--- src/rtl/mixer_pipe_pkg.sv ---
// Shared fixed-point formats, saturation limits and bus types for the
// pipelined LO mixer.
package mixer_pipe_pkg;

  localparam int FIXDT_24_WIDTH      = 24;
  localparam int FIXDT_24_FRAC_WIDTH = 16;
  localparam int MIXER_MAX_CH        = 8;

  localparam logic signed [FIXDT_24_WIDTH-1:0] FIXDT_24_MAX = 24'sh7fffff;
  localparam logic signed [FIXDT_24_WIDTH-1:0] FIXDT_24_MIN = 24'sh800000;

  typedef logic signed [FIXDT_24_WIDTH-1:0] fixdt_24_t;
  typedef logic [MIXER_MAX_CH-1:0][FIXDT_24_WIDTH-1:0] ch_bus_t;

endpackage

--- src/rtl/mixer_pipe_fix_round_sat.sv ---
// Combinational rescale of a full-width signed product back to the data
// format: optional round-half-up, arithmetic shift, then saturation.
module fix_round_sat
  import mixer_pipe_pkg::*;
#(
  parameter int W = FIXDT_24_WIDTH,
  parameter int F = FIXDT_24_FRAC_WIDTH
) (
  input  logic signed [2*W-1:0] prod,
  input  logic                  round_en,
  output logic [W-1:0]          res,
  output logic                  ovf,
  output logic                  unf
);

  // One guard bit above the product so the rounding add cannot wrap.
  localparam logic signed [2*W:0] R_MAX = {{(W+2){1'b0}}, {(W-1){1'b1}}};
  localparam logic signed [2*W:0] R_MIN = {{(W+2){1'b1}}, {(W-1){1'b0}}};
  localparam logic signed [2*W:0] HALF  = {{(2*W+1-F){1'b0}}, 1'b1, {(F-1){1'b0}}};

  logic signed [2*W:0] ext_s;
  logic signed [2*W:0] rnd_s;
  logic signed [2*W:0] shr_s;

  // Round, rescale and clamp to the representable range.
  always_comb begin
    ext_s = {prod[2*W-1], prod};
    if (round_en) begin
      rnd_s = ext_s + HALF;
    end else begin
      rnd_s = ext_s;
    end
    shr_s = rnd_s >>> F;
    if (shr_s > R_MAX) begin
      res = {1'b0, {(W-1){1'b1}}};
      ovf = 1'b1;
      unf = 1'b0;
    end else if (shr_s < R_MIN) begin
      res = {1'b1, {(W-1){1'b0}}};
      ovf = 1'b0;
      unf = 1'b1;
    end else begin
      res = shr_s[W-1:0];
      ovf = 1'b0;
      unf = 1'b0;
    end
  end

endmodule

--- src/rtl/mixer_pipe.sv ---
// Two-stage multi-channel fixed-point mixer: shared sample times per-channel
// LO, with round/saturate, sticky overflow flags and a saturation counter.
module mixer_pipe
  import mixer_pipe_pkg::*;
#(
  parameter int DATA_WIDTH      = FIXDT_24_WIDTH,
  parameter int DATA_FRAC_WIDTH = FIXDT_24_FRAC_WIDTH,
  parameter int NUM_CH          = 2,
  parameter int CNT_WIDTH       = 16
) (
  input  logic                         clk,
  input  logic                         rst,
  input  logic                         in_valid,
  output logic                         in_ready,
  input  logic [DATA_WIDTH-1:0]        in_sample,
  input  logic [NUM_CH*DATA_WIDTH-1:0] in_lo,
  input  logic                         round_en,
  output logic                         out_valid,
  input  logic                         out_ready,
  output logic [NUM_CH*DATA_WIDTH-1:0] out_data,
  input  logic                         clr_flags,
  output logic [NUM_CH-1:0]            ovf_sticky,
  output logic [NUM_CH-1:0]            unf_sticky,
  output logic [CNT_WIDTH-1:0]         sat_count
);

  localparam int PW = 2 * DATA_WIDTH;
  localparam logic [CNT_WIDTH-1:0] CNT_MAX = {CNT_WIDTH{1'b1}};
  localparam logic [CNT_WIDTH-1:0] CNT_ONE = {{(CNT_WIDTH-1){1'b0}}, 1'b1};

  logic                          adv_s;
  logic signed [PW-1:0]          prod_s [NUM_CH];
  logic [NUM_CH*DATA_WIDTH-1:0]  res_s;
  logic [NUM_CH-1:0]             ovf_s;
  logic [NUM_CH-1:0]             unf_s;
  logic [NUM_CH-1:0]             ev_ovf_s;
  logic [NUM_CH-1:0]             ev_unf_s;
  logic                          sat_ev_s;

  logic                          s1_valid_r;
  logic                          s1_round_r;
  logic signed [PW-1:0]          s1_prod_r [NUM_CH];
  logic                          out_valid_r;
  logic [NUM_CH*DATA_WIDTH-1:0]  out_data_r;
  logic [NUM_CH-1:0]             ovf_r;
  logic [NUM_CH-1:0]             unf_r;
  logic [CNT_WIDTH-1:0]          cnt_r;

  assign adv_s    = !out_valid_r || out_ready;
  assign in_ready = adv_s;

  genvar k;
  generate
    for (k = 0; k < NUM_CH; k++) begin : g_ch
      assign prod_s[k] =
        $signed({{DATA_WIDTH{in_lo[k*DATA_WIDTH+DATA_WIDTH-1]}}, in_lo[k*DATA_WIDTH +: DATA_WIDTH]}) *
        $signed({{DATA_WIDTH{in_sample[DATA_WIDTH-1]}}, in_sample});

      fix_round_sat #(
        .W (DATA_WIDTH),
        .F (DATA_FRAC_WIDTH)
      ) u_rs (
        .prod     (s1_prod_r[k]),
        .round_en (s1_round_r),
        .res      (res_s[k*DATA_WIDTH +: DATA_WIDTH]),
        .ovf      (ovf_s[k]),
        .unf      (unf_s[k])
      );
    end
  endgenerate

  // Stage 1: full-precision products and the rounding mode of the beat.
  always_ff @(posedge clk) begin
    if (rst) begin
      s1_valid_r <= 1'b0;
      s1_round_r <= 1'b0;
      for (int i = 0; i < NUM_CH; i++) begin
        s1_prod_r[i] <= {PW{1'b0}};
      end
    end else if (adv_s) begin
      s1_valid_r <= in_valid;
      if (in_valid) begin
        s1_round_r <= round_en;
        for (int i = 0; i < NUM_CH; i++) begin
          s1_prod_r[i] <= prod_s[i];
        end
      end
    end
  end

  // Stage 2: rescaled, saturated results held until downstream takes them.
  always_ff @(posedge clk) begin
    if (rst) begin
      out_valid_r <= 1'b0;
      out_data_r  <= {(NUM_CH*DATA_WIDTH){1'b0}};
    end else if (adv_s) begin
      out_valid_r <= s1_valid_r;
      if (s1_valid_r) begin
        out_data_r <= res_s;
      end
    end
  end

  // Events qualify only on the cycle a real beat enters the output stage.
  always_comb begin
    ev_ovf_s = {NUM_CH{1'b0}};
    ev_unf_s = {NUM_CH{1'b0}};
    if (adv_s && s1_valid_r) begin
      ev_ovf_s = ovf_s;
      ev_unf_s = unf_s;
    end else begin
      ev_ovf_s = {NUM_CH{1'b0}};
      ev_unf_s = {NUM_CH{1'b0}};
    end
    sat_ev_s = |(ev_ovf_s | ev_unf_s);
  end

  // Sticky flags and saturating event counter; a same-cycle event beats clear.
  always_ff @(posedge clk) begin
    if (rst) begin
      ovf_r <= {NUM_CH{1'b0}};
      unf_r <= {NUM_CH{1'b0}};
      cnt_r <= {CNT_WIDTH{1'b0}};
    end else if (clr_flags) begin
      ovf_r <= ev_ovf_s;
      unf_r <= ev_unf_s;
      cnt_r <= sat_ev_s ? CNT_ONE : {CNT_WIDTH{1'b0}};
    end else begin
      ovf_r <= ovf_r | ev_ovf_s;
      unf_r <= unf_r | ev_unf_s;
      if (sat_ev_s && (cnt_r != CNT_MAX)) begin
        cnt_r <= cnt_r + CNT_ONE;
      end
    end
  end

  assign out_valid  = out_valid_r;
  assign out_data   = out_data_r;
  assign ovf_sticky = ovf_r;
  assign unf_sticky = unf_r;
  assign sat_count  = cnt_r;

endmodule

--- config.mk ---
export PLATFORM = sky130hd
export DESIGN_NAME = mixer_pipe
export DESIGN_NICKNAME = d
export VERILOG_FILES = /design/src/rtl/mixer_pipe_pkg.sv /design/src/rtl/mixer_pipe_fix_round_sat.sv /design/src/rtl/mixer_pipe.sv
export SDC_FILE = /design/constraint.sdc
export NUM_CORES = 2
export LEC_CHECK = 0
export CAP_MARGIN = 20
export CORE_MARGIN = 2
export CORE_UTILIZATION = 60
export CTS_CLUSTER_SIZE = 30
export DETAILED_ROUTE_END_ITERATION = 10
export GPL_ROUTABILITY_DRIVEN = 0
export PLACE_DENSITY_LB_ADDON = 0.2
export SETUP_SLACK_MARGIN = 0.05
export SLEW_MARGIN = 40
export SYNTH_ARGS = -nofsm -noshare
export SYNTH_HDL_FRONTEND = slang
export SYNTH_SLANG_ARGS = --single-unit
--- constraint.sdc ---
create_clock -name clk -period 21.2 [get_ports clk]
set_clock_uncertainty 0.2 [all_clocks]
set_input_delay 2.12 -clock clk [delete_from_list [all_inputs] [get_ports clk]]
set_output_delay 2.12 -clock clk [all_outputs]
set_load 0.05 [all_outputs]
---- After elaboration in Yosys (flattened, before gate mapping) ----
Memory sizes are Yosys's and may differ from the RTL's.
Cells that the tools add are included.
storage, ports and cells
  RAM bits ................................ 96
  output and inout bits ................... 70
  input port bits ......................... 78
  flip-flop bits (word level) ............. 71
  memories ................................ 1
  logic and storage cells ................. 58
cells by class
  multipliers ............................. 2
  bitwise operators ....................... 5
  equal/unequal tests ..................... 1
  multiplexer cells ....................... 27
  add/sub/neg operators ................... 3
  order comparisons ....................... 4
  reduce and logical (&&, ||, !) cells .... 8
memories
  memory     words  width  read ports  clocked after memory_dff  wr ports  RTL line          text
  s1_prod_r  2      48     2           0                         2         mixer_pipe.sv:42  logic signed [PW-1:0] s1_prod_r [NUM_CH];
operators by type and width
  kind                    number
  $add 48x17->49 const B  2
  $mux 49                 2
  $mul 24x24->48          2
  $mux 24                 4
  $mux 48                 2
  $gt 33x24->1 const B    2
  $lt 33x24->1 const B    2
  $mux 16                 2
  $add 16x1->16 const B   1
  $ne 16x16->1 const B    1
  $mux 1                  13
  $mux 2                  4
  $or 2x2->2              3
  $reduce_and 2->1        2
  $logic_and 1x1->1       2
  $or 1x1->1              2
  $reduce_bool 2->1       1
  $reduce_or 2->1         1
  $logic_not 1->1         1
  $logic_or 1x1->1        1

---- Logic depth before layout (Yosys ltp) ----
  word-level depth ........................ 11
  mapped depth ............................ 28

---- Modules after synthesis ----
A second synthesis with hierarchy kept.
second synthesis, totals
  cell total of the unflattened synthesis .. 5420
  area total of the unflattened synthesis .. 50295.7 um^2
modules (own cells, without submodules)
  module         times used  area an instance (um^2)  cells an instance  seq. area each (um^2)
  mixer_pipe     1           48056.1                  5114               4304.1
  fix_round_sat  2           1119.8                   153                0.0

---- Least setup slack after synthesis ----
No wires, ideal clock.
  kind .................................... input port to flip-flop
  start ................................... in in_sample[0]
  end ..................................... mem s1_prod_r[0][92] (netlist name), data pin
  slack ................................... 11943 ps
  cell stages on the path ................. 23
  arrival ................................. 8791 ps
  cell sequence ........................... clkbuf_1 -> clkbuf_1 -> nand2_1 -> inv_1 -> fa_1 -> fa_1 -> inv_1 -> fa_1 -> inv_1 -> fa_1 -> fa_1 -> fa_1 -> fa_1 -> ha_1 -> a21o_1 -> o21bai_1 -> a21o_1 -> a21o_1 -> a21o_1 -> a2111oi_0 -> o41ai_1 -> xnor2_1 -> nor2_1
RTL lines
  item         RTL line          text
  from (decl)  mixer_pipe.sv:15  input logic [DATA_WIDTH-1:0] in_sample,
  to (decl)    mixer_pipe.sv:42

==> metrics.md <==
| Metric | Value |
|---|---|
| Endpoint of the lowest-slack register-to-register path | sat_count[7] |
| Cell Area, Placed | 50400 µm² |
| Post-synthesis sequential area ratio | 7.05% |
| Reg-to-reg startpoint | s1_round_r |
| RSZ-0062 raised after global routing | false |
| Max-cap violations | 0 |
| CP max FO | 18 |
| First-pass GRT wire length | 196000 µm |
| Drt drc | 0 |
| Clock Sinks | 137 |
| Total Neg Setup Slack | 0 ps |
| Die footprint | 82700 µm² |
| Core area | 79300 µm² |
| Avg WL per Cell | 18.9 µm |
| CTS H-tree lvls | 4 |
| Top cell family by delay on the critical path | adder cells |
| Synth Area in Compound Gates | 4.84% |
| Cell variety after synth | 83 |
| Initial antenna violation count | 5 |
| Cts bufs inserted | 17 |
| Vias in the first global route | 37400 |
| Final setup violation count | 0 |
| Critical path, cell by cell | clkdlybuf4s50_1 -> buf_4 -> clkinv_1 -> buf_4 -> nor2_1 -> fa_1 -> fa_1 -> fa_1 -> fa_1 -> fa_1 -> fa_1 -> inv_1 -> fa_1 -> inv_1 -> ha_1 -> a21o_1 -> a21o_1 -> a2111oi_0 -> o211ai_1 -> a21oi_1 -> o21ba_2 -> o21ai_1 -> or4_1 -> nand3_1 |
| CTS tree | built |
| Yosys warns | 0 |
| #FFs+latches synth | 137 |
| CP Class | in2reg |
| Rel. slew slack | 46.0% |
| R2R setup slack | 16890 ps |
| DPL Wire Length | 93100 µm |
| # IOs | 148 |
| CTS Hold Bufs | 0 |
| Post-synthesis mux area share | 0.153% |
| Outcome | completed |
| Most common cell on crit path | fa_1 |
| Final hold slack | 298 ps |
| Hold Fails Final Rpt | 0 |
| Die Y | 288 µm |
| Synth-to-Final Area Change | 5.67% |
| Post-synth EDFFs | 66 |
| Post-synthesis xor/xnor area fraction | 2.25% |
| CP required | 21340 ps |
| Slew of the pin with the lowest slew margin | 810 ps |
| Clk_lat worst skew | 470 ps |
| Worst path max stage delay | 670 ps |
| Post-Syn Area | 48200 µm² |
| Simple-Gate Fraction of Synth Area | 17.0% |
| Syn nets | 6766 |
| Post-route cell area | 51000 µm² |
| Remaining antenna violation count | 0 |
| Synth Area in Adders | 57.1% |
| Root Buffer | clkbuf_16 |
| CP Launch Type | input pin |
| Reg clk slew, reported paths | 70 ps |
| Setup crit end kind | register |
| Fmax | 98.1 MHz |
| Worst-case clock buffer depth | 2 |
| 1st-pass router iterations | 6 |
| Post-Route WL | 118000 µm |
| Top FF cell, synth | dfxtp_1 |
| Gr usage total | 30.4% |
| Slew Viols, Final | 0 |
| Main combinational cell family by area after synthesis | adder cells |
| Final period util | 48.1% |
| Asr flop ratio synth | 0% |
| Hold Crit Depth | 2 |
| Reg2reg path depth | 9 |
| Sum of buffers and inverters on the critical path | 6 |
| Vias | 34900 |
| Pin count of the biggest net entering global routing | 66 |
| Layout net count | 6732 |
| IO buf count | 147 |
| Post-route minimum period | 10190 ps |
| Slowest cell on crit path | clkinv_1 |
| Mean post-synth cell area | 9.25 µm² |
| Worst hold path type | reg2reg |
| Avg Vias per Cell | 5.58 |
| Row cnt | 103 |
| Setup Buffers After CTS | 0 |
| Initial Utilization | 60.9% |
| Cells after Synth | 5213 |
| GR Overflow Total | 0 |
| Worst min-delay path endpoint | out_data[47] |
| Post-CTS Resized | 0 |
| Min-delay src | out_data[47] |
| Critical Path AT | 10330 ps |
| Iter 0 DRT Violations | 2150 |
| Die W | 288 µm |
| Layout cells sized above 1 | 3.18% |
state kept, by name, indices dropped and copies added, names as in the netlist:
signal and cells:
out_data 48, s1_valid_r 1, out_valid 1, s1_prod_r 66, s1_round_r 1, ovf_sticky 2
sat_count 16, unf_sticky 2
tightest hold or removal path, delay by kind of cell (launching register included):
kind / cells / cell delay, ps
flops: 1 / 330
simple gates: 1 / 70
compound gates: 1 / 60
final cells by class:
| cell class | count | area (µm²) |
|---|---|---|
| Multi-Input combinational cell | 3586 | 39300 |
| Fill cell | 6667 | 28300 |
| Inverter | 1225 | 4600 |
| Sequential cell | 137 | 3400 |
| Timing Repair Buffer | 212 | 1820 |
| Tap cell | 1050 | 1310 |
| Clock buffer | 19 | 433 |
| Clock inverter | 13 | 131 |
| Antenna cell | 4 | 10.0 |
cells in the final DEF, fill, tap and decap left out, types with 15 or more instances in the layout:
master / count
a21o_1: 52
a21oi_1: 77
a311oi_1: 17
and2_1: 541
and3_1: 22
buf_2: 29
buf_4: 67
clkbuf_16: 17
clkdlybuf4s50_1: 115
dfxtp_1: 71
edfxtp_1: 66
fa_1: 1212
ha_1: 263
inv_1: 1224
nand2_1: 640
nand2b_1: 17
nand3_1: 55
nand4_1: 38
nor2_1: 204
nor3_1: 31
o21ai_0: 34
o21bai_1: 15
o22ai_1: 30
or3_1: 22
xnor2_1: 80
xor2_1: 44
per-layer routing:
| layer | track usage [%] | part of all wire [%] | vias to the layer above |
|---|---|---|---|
| met5 | 0 | 0 | - |
| met4 | 12.5 | 4.2 | 0 |
| met3 | 3.56 | 6.6 | 228 |
| met2 | 50.9 | 50 | 1298 |
| met1 | 40.6 | 40 | 18000 |
| li1 | - | - | 15300 |
logic make-up (layout without fill, tap and decap cells):
logic type / Yosys count / in the layout
adders and majority gates: 1475 / 1475
buffers and inverters: 1490 / 1469
other: 0 / 4
xor gates and xnor gates: 124 / 124
DFF: 137 / 137
AOI/OAI and AO/OA: 338 / 338
and+or+nand+nor: 1642 / 1642
muxes: 7 / 7
synth_stat cells, types with 18 or more instances:
| library cell | instances | area share [%] |
|---|---|---|
| and2_1 | 542 | 7.0 |
| dfxtp_1 | 71 | 2.9 |
| nand4_1 | 38 | 0.49 |
| nand2b_1 | 18 | 0.23 |
| nor2_1 | 204 | 1.6 |
| a21oi_1 | 77 | 0.80 |
| a21o_1 | 52 | 0.81 |
| and3_1 | 22 | 0.29 |
| or3_1 | 22 | 0.29 |
| o21ai_0 | 34 | 0.35 |
| xnor2_1 | 80 | 1.5 |
| xor2_1 | 44 | 0.80 |
| o22ai_1 | 30 | 0.39 |
| nor3_1 | 32 | 0.33 |
| nand3_1 | 55 | 0.57 |
| ha_1 | 263 | 6.8 |
| fa_1 | 1212 | 50 |
| nand2_1 | 641 | 5.0 |
| edfxtp_1 | 66 | 4.1 |
| inv_1 | 1224 | 9.5 |
| clkbuf_1 | 256 | 2.0 |
metrics by stage:
step	setup WS [ps]	cells	utilization, %
after detailed placement	10580	6210	63.6
after CTS	11070	6242	64.3
after floorplan	11940	5213	-
final	11010	6246	64.3
after global routing	10500	6245	64.3
after global placement	10870	6209	63.6
worst max-delay path by stage:
stage / startpoint / to / slack [ps] / cells past startpoint
finish: in_sample[23] / s1_prod_r[0][89] / 11010 / 24
floorplan: in_sample[0] / s1_prod_r[0][92] / 11940 / 23
global route: in_sample[23] / s1_prod_r[0][89] / 10500 / 24
detailed placement: in_sample[23] / s1_prod_r[0][89] / 10580 / 24
CTS: in_sample[23] / s1_prod_r[0][89] / 11070 / 24
global placement: in_sample[0] / s1_prod_r[0][92] / 10870 / 23
Power is left out: the tool's default activity adds up to more than one toggle a clock period on the data nets, which glitch-free logic cannot reach.
